`src/rtl/inst_prefetch_queue.sv`:
```
// Instruction prefetch queue: issues sequential word fetches to instruction
// memory, buffers returned instructions with their PCs in a small FIFO and
// presents the head entry to decode. A redirect flushes the queue, abandons
// any in-flight fetch and restarts fetching at the target.
module inst_prefetch_queue #(
    parameter int          DEPTH    = 4,
    parameter logic [31:0] RESET_PC = 32'h0000_0000
) (
    input  logic        clk,
    input  logic        reset,
    input  logic        redirect_valid,
    input  logic [31:0] redirect_pc,
    input  logic        consume,
    output logic        mem_req,
    output logic [31:0] mem_addr,
    input  logic [31:0] mem_rdata,
    input  logic        mem_ready,
    output logic        out_valid,
    output logic [31:0] out_inst,
    output logic [31:0] out_pc,
    output logic [31:0] out_next_pc
);

    localparam int PTR_W = (DEPTH > 1) ? $clog2(DEPTH) : 1;
    localparam logic [PTR_W:0] FULL_CNT = DEPTH[PTR_W:0];

    typedef enum logic [1:0] {
        IDLE = 2'd0,
        REQ  = 2'd1,
        DROP = 2'd2
    } state_t;

    state_t           state;
    logic [31:0]      fetch_pc;
    logic [31:0]      drop_addr;
    logic [PTR_W-1:0] rd_ptr;
    logic [PTR_W-1:0] wr_ptr;
    logic [PTR_W:0]   count;
    logic [PTR_W:0]   count_next;
    logic             push;
    logic             pop;
    logic [31:0]      redirect_target;

    // Storage holds data only; validity is tracked by count, so no reset here.
    logic [31:0]      inst_q [DEPTH];
    logic [31:0]      pc_q   [DEPTH];

    // Low address bits of the redirect target are forced to zero.
    logic             unused_redirect_lsbs;
    assign unused_redirect_lsbs = &{1'b0, redirect_pc[1:0]};
    assign redirect_target      = {redirect_pc[31:2], 2'b00};

    // A redirect overrides both the push of a returning response and a pop.
    assign push = (state == REQ) && mem_ready && !redirect_valid;
    assign pop  = consume && out_valid && !redirect_valid;

    // Occupancy after this cycle's push/pop (ignores redirect, handled below).
    always_comb begin
        count_next = count;
        case ({push, pop})
            2'b10:   count_next = count + 1'b1;
            2'b01:   count_next = count - 1'b1;
            default: count_next = count;
        endcase
    end

    // FIFO control: pointers and occupancy, cleared by redirect.
    always_ff @(posedge clk or posedge reset) begin
        if (reset) begin
            rd_ptr <= '0;
            wr_ptr <= '0;
            count  <= '0;
        end else if (redirect_valid) begin
            rd_ptr <= '0;
            wr_ptr <= '0;
            count  <= '0;
        end else begin
            if (push) wr_ptr <= wr_ptr + PTR_W'(1);
            if (pop)  rd_ptr <= rd_ptr + PTR_W'(1);
            count <= count_next;
        end
    end

    // FIFO data: capture the returning instruction and the PC it was fetched from.
    always_ff @(posedge clk) begin
        if (push) begin
            inst_q[wr_ptr] <= mem_rdata;
            pc_q[wr_ptr]   <= fetch_pc;
        end
    end

    // Fetch FSM: IDLE while full, REQ while fetching, DROP while waiting out a stale fetch.
    always_ff @(posedge clk or posedge reset) begin
        if (reset) begin
            state     <= IDLE;
            fetch_pc  <= RESET_PC;
            drop_addr <= RESET_PC;
        end else if (redirect_valid) begin
            fetch_pc <= redirect_target;
            case (state)
                REQ: begin
                    if (mem_ready) begin
                        state <= REQ;
                    end else begin
                        // Memory still owes a response for the old address; keep asking for it.
                        state     <= DROP;
                        drop_addr <= fetch_pc;
                    end
                end
                DROP: begin
                    // A stale response completing now leaves nothing outstanding.
                    if (mem_ready) state <= REQ;
                end
                default: state <= REQ;
            endcase
        end else begin
            case (state)
                IDLE: begin
                    if (count_next < FULL_CNT) state <= REQ;
                end
                REQ: begin
                    if (mem_ready) begin
                        fetch_pc <= fetch_pc + 32'd4;
                        state    <= (count_next < FULL_CNT) ? REQ : IDLE;
                    end
                end
                DROP: begin
                    if (mem_ready) state <= REQ;
                end
                default: state <= IDLE;
            endcase
        end
    end

    assign mem_req  = (state == REQ) || (state == DROP);
    assign mem_addr = (state == DROP) ? drop_addr : fetch_pc;

    assign out_valid   = (count != '0);
    assign out_inst    = out_valid ? inst_q[rd_ptr] : 32'd0;
    assign out_pc      = out_valid ? pc_q[rd_ptr] : 32'd0;
    assign out_next_pc = out_pc + 32'd4;

endmodule

```
`config.mk`:
```
export PLATFORM = sky130hd
export DESIGN_NAME = inst_prefetch_queue
export DESIGN_NICKNAME = d
export VERILOG_FILES = /design/src/rtl/inst_prefetch_queue.sv
export SDC_FILE = /design/constraint.sdc
export NUM_CORES = 1
export LEC_CHECK = 0
export CAP_MARGIN = 25
export CORE_UTILIZATION = 45
export DETAILED_ROUTE_END_ITERATION = 12
export PLACE_DENSITY = 0.7
export SLEW_MARGIN = 10
export SYNTH_ARGS = -nofsm -noshare
export SYNTH_HDL_FRONTEND = slang
export SYNTH_SLANG_ARGS = --single-unit
```
`constraint.sdc`:
```
create_clock -name clk -period 3.3 [get_ports clk]
set_input_delay 0.825 -clock clk [delete_from_list [all_inputs] [get_ports clk]]
set_output_delay 0.825 -clock clk [all_outputs]
set_load 0.05 [all_outputs]
```
==> qor.csv, run 1 <==
metric;value;unit
slowest CP cell;dfrtp_4;
Slew Limit Headroom;56.5;%
M1 GR Usage;27.9;%
total CTS buffers;34;
CTS root buffer;clkbuf_16;
status;complete, but fails checks;
Max Clk Rate;253;MHz
fraction of registers with async set/reset;21.8;%
initial antenna violation count;1;
commonest non-fill, non-tap cells in the layout;edfxtp_1, buf_4, nand2_1, buf_12, dfrtp_1;
vias in the first global route;8572;
Int Pwr;7780;µW
delay of the slowest critical-path stage;510;ps
Tcrit/Tclk final;120;%
Hold/Removal Path Class;register to register;
Initial DRT Pass Iterations;5;
Antenna Nets Post-Route;0;
#FFs+latches synth;317;
total track usage;19.6;%
area grow syn2layout;38.2;%
global routing met2 resource utilization;31.8;%
Boundary Pins;199;
RSZ-0062 raised after global routing;true;
DIE AREA;32000;µm²
# setup viols final;28;
cell count after synthesis;924;
most common flop cell mapped by yosys;edfxtp_1;
Synth cell types;53;
Least-Margin Pin Slew;652;ps
die height;179;µm
DRT iter0 DRCs;578;
Reg clk slew, reported paths;60;ps
r2r worst-path depth;14;
Worst Hold Depth;2;
Worst VDD drop;0.453;mV
Synthesis Warnings;0;
Die X;179;µm
fillers;2173;
Reg power frac;47.1;%
Hold Violations, Final;0;
most common cell after layout, fill and taps aside;edfxtp_1;
Syn Area/Cell;15.3;µm²
Final WS setup;-648;ps
CTS tree;done;
Worst Setup End Kind;output port;
Starting Density;46.0;%
Comb power frac;18.9;%
Synth Cell Area;14100;µm²
crit-path cells;mux4_2, nand2_8, clkinvlp_4, ha_4, and2_4, nand4_4, or4_4, and4bb_2, xor2_4, buf_12;
grt ovf;0;
CTS max path bufs;3;
routed wire length;31200;µm
row count;64;
switching part of the total power;26.6;%
share of the yosys chip area belonging to registers;65.1;%
Clk pwr share;34.0;%
Final #Nets;1293;
first-pass GRT wire length;47700;µm
Core ar.;30700;µm²
DR DRC count;0;
CP Class;register to output port;
drt via density;5.35;
port bufs;190;
Tmin final;3950;ps
drt wl/cell;19.1;µm
CP max FO;5;
Leakage;0.00715;µW
max-slew violation count;0;
crit path DAT;3120;ps
failing checks;setup timing;
M3 GR Usage;3.12;%
CP Launch Type;register;
via count;8726;
gpl congestion;0.814;
clock sink count;317;
most used routing layer;met2;
Psw;2820;µW
share of cells above drive strength 1;39.8;%
largest net degree at the start of global routing;68;
Placed Area;17800;µm²
Max Cap Viol;0;
total power;10600;µW
Worst Skew;18.5;ps
H-tree Lvls;2;
setup tns final;-10670;ps
Hold Slack;491;ps
number of synthesized flops with an enable pin;248;
fin area;19500;µm²
Worst Path Required;2470;ps
Final HPWL DP;20400;µm
Power Density;544;nW/µm²
Skew-Pair Late Insertion Delay;500;ps
post-layout util;63.5;%
==> state kept, by name, indices dropped and copies added (netlist names) <==
| register | flops |
|---|---|
| wr_ptr | 2 |
| drop_addr | 30 |
| state | 2 |
| count | 3 |
| fetch_pc | 30 |
| inst_q | 128 |
| pc_q | 120 |
| rd_ptr | 2 |
==> power groups by stage <==
stage               Clock (µW)  Combinational (µW)  Sequential, µW
floorplan                    0                1200            4980
global placement             0                1960            5030
detailed placement           0                1980            5060
CTS                       3670                2000            4990
global route              3810                2150            5040
finish                    3600                2010            4990
==> cells by family (layout without fill, tap and decap cells) <==
kind of cell	Yosys count	in the layout	share of synthesized area (%)
fa+ha+maj	14	14	1.24
flops	317	317	65.1
xor+xnor	60	60	3.73
mux	116	116	14.3
other cells	1	7	0.0266
compound gates	72	72	2.86
buf+inv	75	381	2.49
simple gates	269	269	10.3
==> routing by layer <==
metal,wire (µm),vias up
met4,585,0
met5,0,-
met2,15100,294
met1,13600,4351
met3,1920,42
li1,-,4039
==> through the flow <==
stage | worst slack [ps] | cells
after floorplan | -496 | 929
after global routing | -750 | 1631
after global placement | -368 | 1541
after CTS | -687 | 1609
after detailed placement | -382 | 1541
final | -648 | 1632
==> synthesized netlist by cell type, types with 2 or more instances <==
library cell	n	area, µm²
xnor2_1	39	342
nand3_1	23	115
and3_1	4	25.0
nor2b_1	2	12.5
nor3_1	6	30.0
buf_4	8	60.1
nand2_1	84	315
dfrtp_1	69	1730
nor2_1	33	124
a31oi_1	3	18.8
or4_1	4	30.0
ha_1	14	175
o211ai_1	5	37.5
and4_1	5	43.8
buf_1	3	11.3
clkbuf_1	28	105
and2_1	61	382
buf_6	2	22.5
nor4_1	2	12.5
and3b_1	3	26.3
mux2_2	52	586
buf_2	11	55.1
o21ai_0	43	215
xor2_1	21	184
nand4b_1	6	52.6
a21oi_1	10	50.1
mux4_2	63	1420
or3_1	2	12.5
o21ai_1	5	25.0
nand4_1	20	125
edfxtp_1	248	7450
inv_1	22	82.6
nor3_2	3	30.0
==> final timing paths <==
check	start	to	slack (ps)
min reg2reg	drop_addr[10]	drop_addr[10]	490
min	drop_addr[10]	drop_addr[10]	490
min in group asynchronous	reset	drop_addr[29]	670
max reg2reg	count[2]	state[0]	220
max in group asynchronous	reset	rd_ptr[1]	1970
max	rd_ptr[0]	out_next_pc[28]	-650
==> repair_timing <==
item                       4_1_cts  5_1_grt
setup endpoints to repair       36       45
buffers inserted                 6       23
resized for setup               39       49
cloned                           1        0
pin swaps                       17       16
hold buffers                     0        0
==> worst max-delay path, delay by kind of cell, from the launching register on <==
family        cells  cell delay, ps
buf+inv           2             230
fa+ha+maj         1             120
xor+xnor          1             180
simple gates      5            1140
flops             1             510
mux               1             430
==> layout make-up <==
| cell class | count | area [µm²] | share of cell area, % |
|---|---|---|---|
| Multi-Input combinational cell | 537 | 5260 | 27.0 |
| Clock buffer | 40 | 915 | 4.69 |
| Clock inverter | 21 | 160 | 0.822 |
| Sequential cell | 317 | 9180 | 47.1 |
| Inverter | 22 | 86.3 | 0.443 |
| Tap cell | 396 | 495 | 2.54 |
| Timing Repair Buffer | 298 | 3380 | 17.4 |
| Antenna cell | 1 | 2.50 | 0.0128 |
(Power assumes the default switching activity.)
==> inputs of run 2 (changes only) <==
--- a/config.mk
+++ b/config.mk
@@ -6,9 +6,9 @@
 export NUM_CORES = 1
 export LEC_CHECK = 0
 export CAP_MARGIN = 25
-export CORE_UTILIZATION = 45
+export CORE_UTILIZATION = 50
 export DETAILED_ROUTE_END_ITERATION = 12
-export PLACE_DENSITY = 0.7
+export PLACE_DENSITY = 0.77
 export SLEW_MARGIN = 10
 export SYNTH_ARGS = -nofsm -noshare
 export SYNTH_HDL_FRONTEND = slang
==> qor.csv, run 2 (synthesized netlist as in run 1, its figures left out) <==
metric;value;unit;change
status;complete, but fails checks;;
failing checks;setup timing;;
Critical R2R Launch;count[2];;
most common cell after layout, fill and taps aside;edfxtp_1;;
Worst Skew;24.3;ps;+5.83 ps
Max Cap Viol;0;;unchanged
Worst VDD drop;0.421;mV;-7.1%
DIE AREA;28900;µm²;-9.9%
vias in the first global route;9125;;+6.5%
fillers;1772;;-18%
commonest non-fill, non-tap cells in the layout;edfxtp_1, buf_4, nand2_1, buf_12, dfrtp_1;;
crit path DAT;3220;ps;+100 ps
total track usage;22.7;%;+3.1 points
Final HPWL DP;20500;µm;+0.56%
RSZ-0062 raised after global routing;true;;
max FFs per register;128;;unchanged
Final #Nets;1279;;-1.1%
largest net degree at the start of global routing;69;;+1.5%
Leakage;0.00713;µW;-0.29%
Power Density;545;nW/µm²;+0.13%
grt ovf;0;;unchanged
drt via density;5.59;;+4.5%
CP Class;register to output port;;
Final WS setup;-749;ps;-101 ps
CTS root buffer;clkbuf_16;;
row count;61;;-4.7%
Boundary Pins;199;;unchanged
hold worst-path end;drop_addr[4];;
initial antenna violation count;1;;unchanged
biggest regs;inst_q x128, pc_q x120;;
drt wl/cell;20.4;µm;+7.0%
RR Endpoint;state[0];;
area grow syn2layout;38.0;%;
CP max FO;4;;-1
Hold/Removal Path Class;register to register;;
CTS max path bufs;3;;unchanged
DR DRC count;0;;unchanged
die height;170;µm;-5.1%
Hold Path Origin;drop_addr[4];;
CP Launch Type;register;;
share of cells above drive strength 1;40.0;%;+0.21 points
H-tree Lvls;1;;-1
Least-Margin Pin Slew;615;ps;-37.1 ps
Skew-Pair Late Insertion Delay;560;ps;+60 ps
max-slew violation count;0;;unchanged
Hold Violations, Final;0;;unchanged
Worst Setup End Kind;output port;;
FF-to-FF setup slack;160;ps;-60 ps
Tcrit/Tclk final;123;%;+3.1 points
DRT iter0 DRCs;853;;+48%
Max Clk Rate;247;MHz;-2.5%
r2r worst-path depth;14;;unchanged
gpl congestion;0.809;;-0.61%
Worst Hold Depth;2;;unchanged
CTS tree;done;;
Slew Limit Headroom;59.0;%;+2.5 points
port bufs;190;;unchanged
clock sink count;317;;unchanged
Reg clk slew, reported paths;60;ps;about the same
# setup viols final;36;;+29%
Antenna Nets Post-Route;0;;unchanged
Tmin final;4050;ps;+101 ps
routed wire length;32700;µm;+4.9%
total power;10600;µW;about the same
Worst Path Required;2470;ps;about the same
post-place setup slack;-412;ps;-29.9 ps
Core ar.;27800;µm²;-9.4%
Biggest register;inst_q;;
Initial DRT Pass Iterations;5;;unchanged
Starting Density;50.7;%;+4.8 points
total CTS buffers;31;;-8.8%
Die X;170;µm;-5.1%
post-layout util;70.0;%;+6.5 points
first-pass GRT wire length;49900;µm;+4.6%
via count;8940;;+2.5%
run 2: cell type report:
cell class                      count  area [µm²]  area share (%)
Clock inverter                     18         189           0.971
Timing Repair Buffer              287        3320            17.1
Antenna cell                        1        2.50          0.0129
Sequential cell                   317        9180            47.2
Inverter                           22        88.8           0.457
Multi-Input combinational cell    537        5340            27.5
Tap cell                          378         473            2.43
Clock buffer                       40         860            4.42
run 2: worst max path at each step:
stage                     startpoint              end  cells after the start
after global placement     mem_ready         state[0]                     13
after CTS                  rd_ptr[0]  out_next_pc[28]                     10
after floorplan            rd_ptr[0]  out_next_pc[28]                     10
final                      rd_ptr[0]  out_next_pc[28]                     10
after global routing       rd_ptr[0]  out_next_pc[28]                     10
after detailed placement   mem_ready         state[0]                     13
run 2: through the flow:
stage | setup TNS, ps | area (µm²) | hold slack [ps] | instances
finish | -14390 | 19500 | 489 | 1600
global route | -17910 | 19400 | 520 | 1599
CTS | -15240 | 19100 | 494 | 1586
detailed placement | -2760 | 17700 | 480 | 1516
global placement | -2310 | 17700 | 462 | 1516
floorplan | -4800 | 14500 | 450 | 929
run 2: power by group:
| group | switching (µW) | internal [µW] | total, µW |
|---|---|---|---|
| registers | 264 | 4740 | 5010 |
| logic | 1070 | 956 | 2020 |
| clock network | 1480 | 2080 | 3570 |
run 2: layer usage:
metal | vias up | wire length, µm | track usage (%)
met3 | 50 | 2460 | 3.81
met4 | 0 | 707 | 7.21
li1 | 4022 | - | -
met2 | 385 | 16400 | 38.1
met1 | 4483 | 13100 | 30.5
met5 | - | 0 | 0
run 2: timing repair:
item,CTS,global route
hold buffers,0,0
setup buffers,12,19
gates resized for setup,68,62
endpoints found under the setup margin,54,66
pin swaps,23,25
run 2: worst max-delay path, cell delays in order (launching register included):
cell        delay, ps
dfrtp_4           520
mux4_2            440
nand2_8            70
clkinvlp_4         80
ha_4              120
and2_4            150
nand4_4            80
or4_4             480
and4bb_2          400
xor2_4            170
buf_12            150
